[src/rtl/uart_ctrl_pkg.sv]
// Shared types and constants for the UART transmit-side controllers.
package uart_ctrl_pkg;

    typedef enum logic {S_IDLE, S_SEND} tx_arb_state_t;

    localparam int UART_BYTE_W      = 8;
    localparam int DEF_WORD_BYTES   = 4;

endpackage

[src/rtl/rr_arbiter.sv]
// Combinational round-robin arbiter: search starts at ptr, moves upward and wraps.
module rr_arbiter #(
    parameter  int N  = 2,
    localparam int IW = (N > 1) ? $clog2(N) : 1
) (
    input  logic [N-1:0]  req,
    input  logic [IW-1:0] ptr,
    output logic [N-1:0]  gnt,
    output logic [IW-1:0] gnt_idx
);

    always_comb begin
        int   j;
        logic found;
        gnt     = '0;
        gnt_idx = '0;
        found   = 1'b0;
        j       = 0;
        for (int k = 0; k < N; k++) begin
            j = int'(ptr) + k;
            if (j >= N) begin
                j = j - N;
            end
            if (!found && req[j]) begin
                found   = 1'b1;
                gnt[j]  = 1'b1;
                gnt_idx = IW'(j);
            end
        end
    end

endmodule

[src/rtl/uart_tx_arbiter.sv]
// Shares one UART byte sender among NREQ word requesters, round-robin, LSB first.
module uart_tx_arbiter
    import uart_ctrl_pkg::*;
#(
    parameter  int NREQ       = 2,
    parameter  int WORD_BYTES = DEF_WORD_BYTES,
    localparam int IW         = (NREQ > 1) ? $clog2(NREQ) : 1
) (
    input  logic                 clk,
    input  logic                 rstn,
    input  logic [NREQ-1:0]      req_valid,
    input  logic [32*NREQ-1:0]   req_data,
    output logic [NREQ-1:0]      req_ready,
    output logic                 tx_valid,
    output logic [7:0]           tx_data,
    input  logic                 tx_ready,
    output logic                 busy,
    output logic [IW-1:0]        grant_id
);

    localparam int CW = (WORD_BYTES > 1) ? $clog2(WORD_BYTES) : 1;
    localparam logic [CW-1:0] LAST_BYTE = CW'(WORD_BYTES - 1);

    tx_arb_state_t state_reg, state_next;
    logic [IW-1:0] ptr_reg, ptr_next;
    logic [CW-1:0] cnt_reg, cnt_next;
    logic [31:0]   shift_reg, shift_next;
    logic          tx_valid_reg, tx_valid_next;
    logic [7:0]    tx_data_reg, tx_data_next;
    logic          busy_reg, busy_next;
    logic [IW-1:0] grant_id_reg, grant_id_next;

    logic [NREQ-1:0] gnt;
    logic [IW-1:0]   gnt_idx;
    logic [31:0]     words [NREQ];
    logic [31:0]     granted_word;

    for (genvar gi = 0; gi < NREQ; gi++) begin : g_unpack
        assign words[gi] = req_data[32*gi +: 32];
    end

    rr_arbiter #(.N(NREQ)) u_rr (
        .req     (req_valid),
        .ptr     (ptr_reg),
        .gnt     (gnt),
        .gnt_idx (gnt_idx)
    );

    assign granted_word = words[gnt_idx];
    assign req_ready    = (state_reg == S_IDLE) ? gnt : '0;
    assign tx_valid     = tx_valid_reg;
    assign tx_data      = tx_data_reg;
    assign busy         = busy_reg;
    assign grant_id     = grant_id_reg;

    always_ff @(posedge clk or negedge rstn) begin
        if (!rstn) begin
            state_reg    <= S_IDLE;
            ptr_reg      <= '0;
            cnt_reg      <= '0;
            shift_reg    <= '0;
            tx_valid_reg <= 1'b0;
            tx_data_reg  <= 8'h00;
            busy_reg     <= 1'b0;
            grant_id_reg <= '0;
        end else begin
            state_reg    <= state_next;
            ptr_reg      <= ptr_next;
            cnt_reg      <= cnt_next;
            shift_reg    <= shift_next;
            tx_valid_reg <= tx_valid_next;
            tx_data_reg  <= tx_data_next;
            busy_reg     <= busy_next;
            grant_id_reg <= grant_id_next;
        end
    end

    always_comb begin
        state_next    = state_reg;
        ptr_next      = ptr_reg;
        cnt_next      = cnt_reg;
        shift_next    = shift_reg;
        tx_valid_next = tx_valid_reg;
        tx_data_next  = tx_data_reg;
        busy_next     = busy_reg;
        grant_id_next = grant_id_reg;
        case (state_reg)
            S_IDLE: begin
                if (|req_valid) begin
                    shift_next    = granted_word;
                    grant_id_next = gnt_idx;
                    tx_data_next  = granted_word[UART_BYTE_W-1:0];
                    tx_valid_next = 1'b1;
                    busy_next     = 1'b1;
                    cnt_next      = '0;
                    ptr_next      = (gnt_idx == IW'(NREQ - 1)) ? '0 : gnt_idx + 1'b1;
                    state_next    = S_SEND;
                end
            end
            S_SEND: begin
                // The shift register keeps the latched word, so later req_data changes never leak in.
                if (tx_valid_reg && tx_ready) begin
                    if (cnt_reg == LAST_BYTE) begin
                        tx_valid_next = 1'b0;
                        busy_next     = 1'b0;
                        state_next    = S_IDLE;
                    end else begin
                        shift_next   = shift_reg >> UART_BYTE_W;
                        tx_data_next = shift_reg[2*UART_BYTE_W-1:UART_BYTE_W];
                        cnt_next     = cnt_reg + 1'b1;
                    end
                end
            end
            default: state_next = S_IDLE;
        endcase
    end

endmodule

[config.mk]
export PLATFORM = sky130hd
export DESIGN_NAME = uart_tx_arbiter
export DESIGN_NICKNAME = d
export VERILOG_FILES = /design/src/rtl/uart_ctrl_pkg.sv /design/src/rtl/rr_arbiter.sv /design/src/rtl/uart_tx_arbiter.sv
export SDC_FILE = /design/constraint.sdc
export NUM_CORES = 1
export LEC_CHECK = 0
export BUFFER_PORTS_ARGS = -buffer_cell sky130_fd_sc_hd__buf_2
export CORE_ASPECT_RATIO = 1.2
export CORE_MARGIN = 2
export CORE_UTILIZATION = 29
export CTS_CLUSTER_SIZE = 20
export DETAILED_ROUTE_END_ITERATION = 16
export GPL_ROUTABILITY_DRIVEN = 0
export PLACE_DENSITY_LB_ADDON = 0.15
export SETUP_SLACK_MARGIN = 0.2
export SLEW_MARGIN = 30
export SYNTH_ARGS = -nofsm -noshare
export SYNTH_HDL_FRONTEND = slang
export SYNTH_SLANG_ARGS = --single-unit
[constraint.sdc]
create_clock -name clk -period 2 [get_ports clk]
set_input_delay 0.2 -clock clk [delete_from_list [all_inputs] [get_ports clk]]
set_output_delay 0.2 -clock clk [all_outputs]
set_load 0.1 [all_outputs]
==> summary.md, run 1 <==
| Metric | Value |
|---|---|
| Kind of end point of the critical path | output pin |
| Iter 0 DRT Violations | 126 |
| Design Area, Final | 2890 um^2 |
| Worst endpoint required time | 1800 ps |
| Antenna cells | 0 |
| Commonest non-fill, non-tap cell in the layout | buf_2 |
| Full die area | 8710 um^2 |
| Fin crit share | 83.8% |
| Power density cells | 1700 nW/um^2 |
| Sink Count | 38 |
| Clk_skew | 3.82 ps |
| WL final | 5.58 mm |
| Pleak | 1.37 nW |
| Flop-to-flop setup slack | 380 ps |
| H-Tree Depth | 2 |
| Commonest cells after routing, fill and taps aside | 79 x buf_2, 38 x nand2_1, 36 x dfrtp_1 |
| R2R cell count | 5 |
| Peak supply drop | 1010 uV |
| CP Class | reg2out |
| Worst slew pin tran | 492 ps |
| HPWL after DPL | 4.02 mm |
| Hold path depth | 3 |
| Largest net degree at the start of global routing | 39 |
| Synthesized instance count | 237 |
| CTS max path bufs | 2 |
| Hold_sp | req_data[63] |
| Setup TNS | 0 ps |
| Number of flip-flops in the largest register | 32 |
| Routed vias | 1,893 |
| CP peak stage delay | 420 ps |
| Post-CTS Setup Repair Bufs | 0 |
| R2R Path Start | cnt_reg[0] |
| Post-route ant nets | 0 |
| Crit-path max FO | 30 |
| Warnings from Yosys | 0 |
| Vias in the first global route | 1,871 |
| Slowest cell on crit path | dfrtp_2 |
| Clk slew on worst S/H paths | 80 ps |
| Synthesized area | 2310 um^2 |
| Vias/cell | 4.77 |
| Fin. max-slew vios | 0 |
| Share of cells above drive strength 1 | 47.2% |
| Area growth syn-to-layout | 24.9% |
| Slew HR | 67.2% |
| Peak Freq | 597 MHz |
| Core Region | 7710 um^2 |
| Net Count, Synth | 307 |
| I/O Pins | 82 |
| CTS buffer count | 5 |
| Reg-to-reg endpoint | shift_reg[12] |
| Critical path launch point type | register |
| Cell Chain, Critical Path | buf_4 -> a211oi_4 -> buf_12 |
| Syn avg cell area | 9.76 um^2 |
| Core Util, Final | 37.5% |
| TritonCTS clock tree | built |
| Finish-stage setup viols | 0 |
| Row Count | 35 |
| Port bufs | 81 |
| Clock root cell | clkbuf_8 |
| Post-Place Worst Slack | 392 ps |
| Status | complete, no violations |
| First-pass GRT wire length | 9.02 mm |
| Initial Util | 30.0% |
| Worst Hold Class | in2reg |
| Nets | 374 |
| Total GRT Usage | 13.2% |
| Number of max-cap violations | 0 |
| Clk_lat worst skew | 290 ps |
| GRT Residual Overflow | 0 |
| Final min period | 1680 ps |
| Hold Path End | shift_reg[31] |
| Chip Width | 85.5 um |
| Worst setup margin | 324 ps |
| WL per Instance | 14.0 um |
| Die Y | 102 um |
| First-pass detailed-route iteration total | 4 |
| # DRC | 0 |
| RSZ-0062 raised after global routing | no |
| Synthesized flop and latch total | 38 |
| Endpoints failing hold | 0 |
| Register area share after synthesis | 41.1% |
| Initial antenna violation count | 0 |
| CP Data Arrival Time | 1480 ps |
| PostCTS Resize Cnt | 0 |
| Yosys cell types | 25 |
| Post-DP Area | 2770 um^2 |
## area by class of cell
class                   instances  area [um^2]
fillers                       788         4820
multi-input cells             166         1170
flip-flops and latches         38          953
repair buffers                 92          533
well taps                      92          115
clock buffers                   8          110
inverters                       1         3.75
## per-layer routing
metal / wire [um] / global-route usage, % / vias to the layer above
met2: 2640 / 22.4 / 52
met3: 278 / 2.99 / 6
met5: 0 / 0 / -
met1: 2580 / 16.7 / 871
li1: - / - / 964
met4: 85 / 4.40 / 0
## synth_stat cells (all sizes together)
master  count  area share (%)
nand4b      1            0.38
dfrtp      38              41
a21o        2            0.65
o31ai      24              13
a211oi      1            0.32
o21ai      11             2.4
clkbuf      7             1.1
o21bai      1            0.49
nor2b      24             6.5
a31o       24             9.1
ha          1            0.54
nand3       2            0.43
nor2        1            0.16
buf        25             7.8
mux2i       8             3.5
a21oi      24             5.2
nand2b      2            0.54
inv         1            0.16
nand2      39             6.4
and2        1            0.27
## what timing repair did
item	in CTS	in global routing
setup endpoints to repair	0	0
hold endpoints to repair	38	0
hold buffers	1	0
## power by group
part	switching (W)	total, W	internal, W
Clock	0.000268	0.000616	0.000348
Sequential	0.000191	0.00132	0.00113
Combinational	0.00198	0.00298	0.000997
## how the worst max path moves through the flow
stage | start | to | slack [ps] | depth (start not counted)
after floorplan | state_reg | ptr_reg | 210 | 4
after global routing | state_reg | req_ready[0] | 250 | 3
final | state_reg | req_ready[0] | 320 | 3
after global placement | cnt_reg[0] | shift_reg[4] | 450 | 5
after detailed placement | cnt_reg[0] | shift_reg[18] | 390 | 5
after CTS | state_reg | req_ready[0] | 310 | 3
## through the flow
step / hold WS (ps) / instances / total power, W
floorplan: -95.6 / 237 / 0.00400
global placement: 294 / 388 / 0.00430
detailed placement: 297 / 388 / 0.00436
CTS: 192 / 397 / 0.00499
global route: 229 / 397 / 0.00530
finish: 195 / 397 / 0.00492
## critical path: cells and delay by family, from the launching register on
family                 cells  cell delay [ps]
DFF                        1              420
AOI/OAI and AO/OA          1              320
buffers and inverters      2              450
## kinds of logic (layout without fill, tap and decap cells)
logic type      count (synthesis)  count (layout)  synth area share [%]
simple gates                   70              70                  14.7
buf+inv                        33             101                  9.09
fa+ha+maj                       1               1                 0.541
compound gates                 87              87                  31.1
flops                          38              38                  41.1
mux                             8               8                  3.46
(Power assumes the default switching activity.)
==> run 2, diff against run 1 <==
- clock period: 2 -> 1.4 ns (I/O delays scaled with it)
==> summary.md, run 2 (synthesized netlist as in run 1, its figures left out) <==
| Metric | Value |
|---|---|
| Final Power | 0.00991 W |
| Status | finished, violations left |
| Pleak | 1.74 nW |
| Total GRT Usage | 15.5% |
| I/O Pins | 82 |
| Fin. max-slew vios | 0 |
| # DRC | 0 |
| Chip Width | 85.5 um |
| Routed vias | 2,101 |
| TritonCTS clock tree | built |
| Number of max-cap violations | 0 |
| Post-Place Worst Slack | -52.7 ps |
| Share of cells above drive strength 1 | 66.2% |
| WL final | 6.79 mm |
| Core Region | 7710 um^2 |
| Slew HR | 77.8% |
| GRT Residual Overflow | 0 |
| Die Y | 102 um |
| Area growth syn-to-layout | 63.9% |
| Initial Util | 30.0% |
| Worst slew pin tran | 333 ps |
| Final min period | 1480 ps |
| Sink Count | 38 |
| First-pass detailed-route iteration total | 4 |
| Peak supply drop | 1230 uV |
| H-Tree Depth | 2 |
| Clk_lat worst skew | 280 ps |
| Failing checks | negative setup slack |
| CP Data Arrival Time | 1340 ps |
| First-pass GRT wire length | 10.2 mm |
| RSZ-0062 raised after global routing | yes |
| HPWL after DPL | 4.23 mm |
| Setup TNS | -1140 ps |
| Nets | 398 |
| Finish-stage setup viols | 34 |
| Commonest non-fill, non-tap cell in the layout | buf_2 |
| Antenna cells | 0 |
| Worst Hold Class | in2reg |
| Crit-path max FO | 2 |
| CTS max path bufs | 2 |
| Number of flip-flops in the largest register | 32 |
| Clock root cell | clkbuf_8 |
| Worst setup margin | -80.8 ps |
| CP Class | reg2out |
| Endpoints failing hold | 0 |
| Commonest cells after routing, fill and taps aside | 69 x buf_2, 36 x dfrtp_1, 24 x nor2b_1 |
| Clk slew on worst S/H paths | 70 ps |
| Clk_skew | 1.82 ps |
| CTS buffer count | 5 |
| Vias in the first global route | 1,937 |
| Port bufs | 81 |
| Initial antenna violation count | 0 |
| Vias/cell | 5.00 |
| Row Count | 35 |
| Largest net degree at the start of global routing | 22 |
| Post-route ant nets | 0 |
| Power density cells | 2610 nW/um^2 |
| Dpl cells | 395 |
| Fin crit share | 106% |
| Peak Freq | 675 MHz |
| Full die area | 8710 um^2 |
| WL per Instance | 16.2 um |
| Iter 0 DRT Violations | 61 |
| Critical path launch point type | register |
| Kind of end point of the critical path | output pin |
| Worst endpoint required time | 1260 ps |
| Core Util, Final | 49.2% |
| Finished Layout Cells | 420 |
[run 2: cell types whose count changed in the layout (fill, tap and decap cells not counted), sizes merged]
cell    change
bufbuf      +3
buf        +20
[run 2: path summary, 6_finish.rpt]
kind	start	to	slack, ps	cells after the start
setup / recovery	ptr_reg	req_ready[0]	-80	3
hold / removal	req_data[62]	shift_reg[30]	120	3
setup reg to reg	cnt_reg[1]	shift_reg[19]	-60	5
hold reg to reg	grant_id	grant_id	480	1
max in group asynchronous	rstn	shift_reg[25]	570	3
min in group asynchronous	rstn	grant_id	280	2
[run 2: routing by layer]
layer  track usage (%)  vias to the layer above  wire length (um)
met3              2.67                        9               308
met1              19.2                     1021              2740
met2              27.3                       56              3620
met4              5.13                        0               121
met5                 0                        -                 0
li1                  -                     1015                 -
[run 2: what timing repair did]
action / 4_1_cts / 5_1_grt
pin swaps: 2 / 13
endpoints found under the setup margin: 48 / 41
gates cloned: 8 / 1
endpoints found under the hold margin: 12 / 0
setup buffers: 3 / 5
hold buffers: 1 / 0
gates resized for setup: 19 / 94
[run 2: metrics by stage]
| stage | hold slack [ps] | cell area (um^2) |
|---|---|---|
| detailed placement | 60.5 | 2920 |
| floorplan | -156 | 2430 |
| finish | 118 | 3790 |
| CTS | 116 | 3310 |
| global route | 134 | 3790 |
| global placement | 51.6 | 2920 |
[run 2: critical path, cell delays in order (launching register included)]
cell and delay [ps]:
dfrtp_1 390, buf_6 130, a211oi_4 320, buf_12 220
[run 2: final cells by class]
cell class	count	area (um^2)
Timing Repair Buffer	116	1010
Sequential cell	38	956
Fill cell	730	3920
Multi-Input combinational cell	166	1630
Inverter	1	3.75
Tap cell	92	115
Clock buffer	7	76.3
[run 2: where the power goes]
group | total [W] | switching (W) | internal (W)
combinational | 0.00713 | 0.00392 | 0.00321
sequential | 0.00208 | 0.000448 | 0.00163
clock | 0.000707 | 0.000364 | 0.000343
total | 0.00991 | 0.00473 | 0.00518
==> run 3, diff against run 2 <==
- CORE_UTILIZATION: 29 -> 45
- SETUP_SLACK_MARGIN: 0.2 -> default
==> summary.md, run 3 (synthesized netlist as in run 1, its figures left out) <==
| Metric | Value |
|---|---|
| Critical path launch point type | register |
| Fin. max-slew vios | 0 |
| Hold path depth | 3 |
| Final Power | 0.00875 W |
| I/O Pins | 82 |
| H-Tree Depth | 2 |
| Clk_skew | 4.70 ps |
| Row Count | 28 |
| CP Data Arrival Time | 1700 ps |
| Kind of end point of the critical path | register |
| Number of max-cap violations | 0 |
| Critical path launch point | cnt_reg[1] |
| Crit-path max FO | 8 |
| Area growth syn-to-layout | 48.2% |
| Slowest cell on crit path | dfrtp_1 |
| Full die area | 5730 um^2 |
| Fin crit share | 108% |
| Port bufs | 81 |
| Fill cell count | 366 |
| Hold_sp | req_data[59] |
| Antenna cells | 0 |
| Commonest cells after routing, fill and taps aside | 80 x buf_2, 36 x dfrtp_1, 25 x nand2_1 |
| Worst endpoint required time | 1590 ps |
| Chip Width | 69.5 um |
| Power density cells | 2550 nW/um^2 |
| First-pass GRT wire length | 9.54 mm |
| Peak supply drop | 1540 uV |
| Worst Hold Class | in2reg |
| R2R Path Start | cnt_reg[1] |
| CP peak stage delay | 390 ps |
| TritonCTS clock tree | built |
| Finish-stage setup viols | 34 |
| CP Class | reg2reg |
| Number of flip-flops in the largest register | 32 |
| GRT Residual Overflow | 0 |
| Total GRT Usage | 21.3% |
| Pleak | 1.66 nW |
| RSZ-0062 raised after global routing | yes |
| CTS max path bufs | 2 |
| R2R cell count | 5 |
| Setup TNS | -2060 ps |
| Iter 0 DRT Violations | 87 |
| Endpoints failing hold | 0 |
| Routed vias | 2,111 |
| Vias in the first global route | 1,957 |
| Vias/cell | 5.34 |
| Initial antenna violation count | 0 |
| End of the critical path | shift_reg[8] |
| Flop-to-flop setup slack | -110 ps |
| Nets | 404 |
| Sink Count | 38 |
| Clk_lat worst skew | 290 ps |
| Worst slew pin tran | 495 ps |
| Peak Freq | 662 MHz |
| Commonest non-fill, non-tap cell in the layout | buf_2 |
| Largest net degree at the start of global routing | 39 |
| Cell Chain, Critical Path | ha_2 -> nand4b_1 -> and2_4 -> clkbuf_16 -> o31ai_2 |
| Post-route ant nets | 0 |
| WL final | 6.26 mm |
| Core Region | 4940 um^2 |
| CTS buffer count | 5 |
| Clock root cell | clkbuf_8 |
| # DRC | 0 |
| Failing checks | negative setup slack |
| HPWL after DPL | 3.61 mm |
| Initial Util | 46.8% |
| Status | finished, violations left |
| WL per Instance | 15.8 um |
| Die Y | 82.5 um |
| Dpl cells | 363 |
| Share of cells above drive strength 1 | 60.9% |
| Reg-to-reg endpoint | shift_reg[8] |
| Slew HR | 67.0% |
| Final min period | 1510 ps |
| First-pass detailed-route iteration total | 4 |
| Clk slew on worst S/H paths | 80 ps |
| Finished Layout Cells | 395 |
| Worst setup margin | -110 ps |
-- run 3: changes by cell type in the layout (fill, tap and decap cells not counted), moves of 3 or more --
cell / change
nand2_1: +16
o21ai_2: -3
buf_2: +11
clkbuf_16: +3
nand2_4: -19
a21oi_2: -5
o31ai_2: +17
buf_16: -3
a21oi_1: +5
o31ai_4: -17
buf_6: -4
nor2b_1: -3
nand2_2: +3
-- run 3: layer usage --
metal	vias to the layer above	track usage, %	share of wire, %
met5	-	0	0
met4	0	6.08	3.0
met3	16	4.49	5.9
met2	81	36.7	49
met1	984	27.2	42
li1	1030	-	-
-- run 3: through the flow --
stage               utilization, %  hold slack (ps)  instance area [um^2]  worst slack, ps
floorplan                        -             -156                  2430             -271
detailed placement            58.0              220                  2870            -48.8
global placement              58.0              227                  2870             21.4
global route                  69.4              134                  3430             -183
finish                        69.4              115                  3430             -110
CTS                           64.6              133                  3190            -92.5
-- run 3: how the worst min path moves through the flow --
stage | endpoint | slack (ps)
after floorplan | cnt_reg[0] | -160
after global placement | shift_reg[6] | 230
after detailed placement | shift_reg[6] | 220
after CTS | shift_reg[27] | 130
after global routing | shift_reg[26] | 130
final | shift_reg[27] | 120
-- run 3: what timing repair did --
item                                    CTS  global route
buffers inserted                          6             9
gates resized for setup                  14            29
pin swaps                                 4            12
hold buffers                              1             0
endpoints found under the hold margin    38             0
endpoints found under the setup margin   34            36
cloned                                    4             4
-- run 3: final cells by class --
type	instances	area (um^2)	area share (%)
multi-input cells	166	1330	38.6
clock inverters	1	5.00	0.146
inverters	1	3.75	0.109
repair buffers	122	978	28.5
clock buffers	7	86.3	2.52
flip-flops and latches	38	956	27.9
well taps	60	75.1	2.19
-- run 3: worst max-delay path, delay by kind of cell (launching register included) --
kind	cells	cell delay (ps)
flip-flops	1	390
buffers and inverters	1	200
AO/OA/AOI/OAI	1	220
AND/OR/NAND/NOR	2	410
adder cells (fa/ha/maj)	1	190
-- run 3: power breakdown --
part           switching [W]  internal (W)  leakage (nW)  total (W)
Combinational        0.00334       0.00265          1.13    0.00599
Sequential          0.000344       0.00163         0.481    0.00197
Clock               0.000388      0.000398        0.0482   0.000786
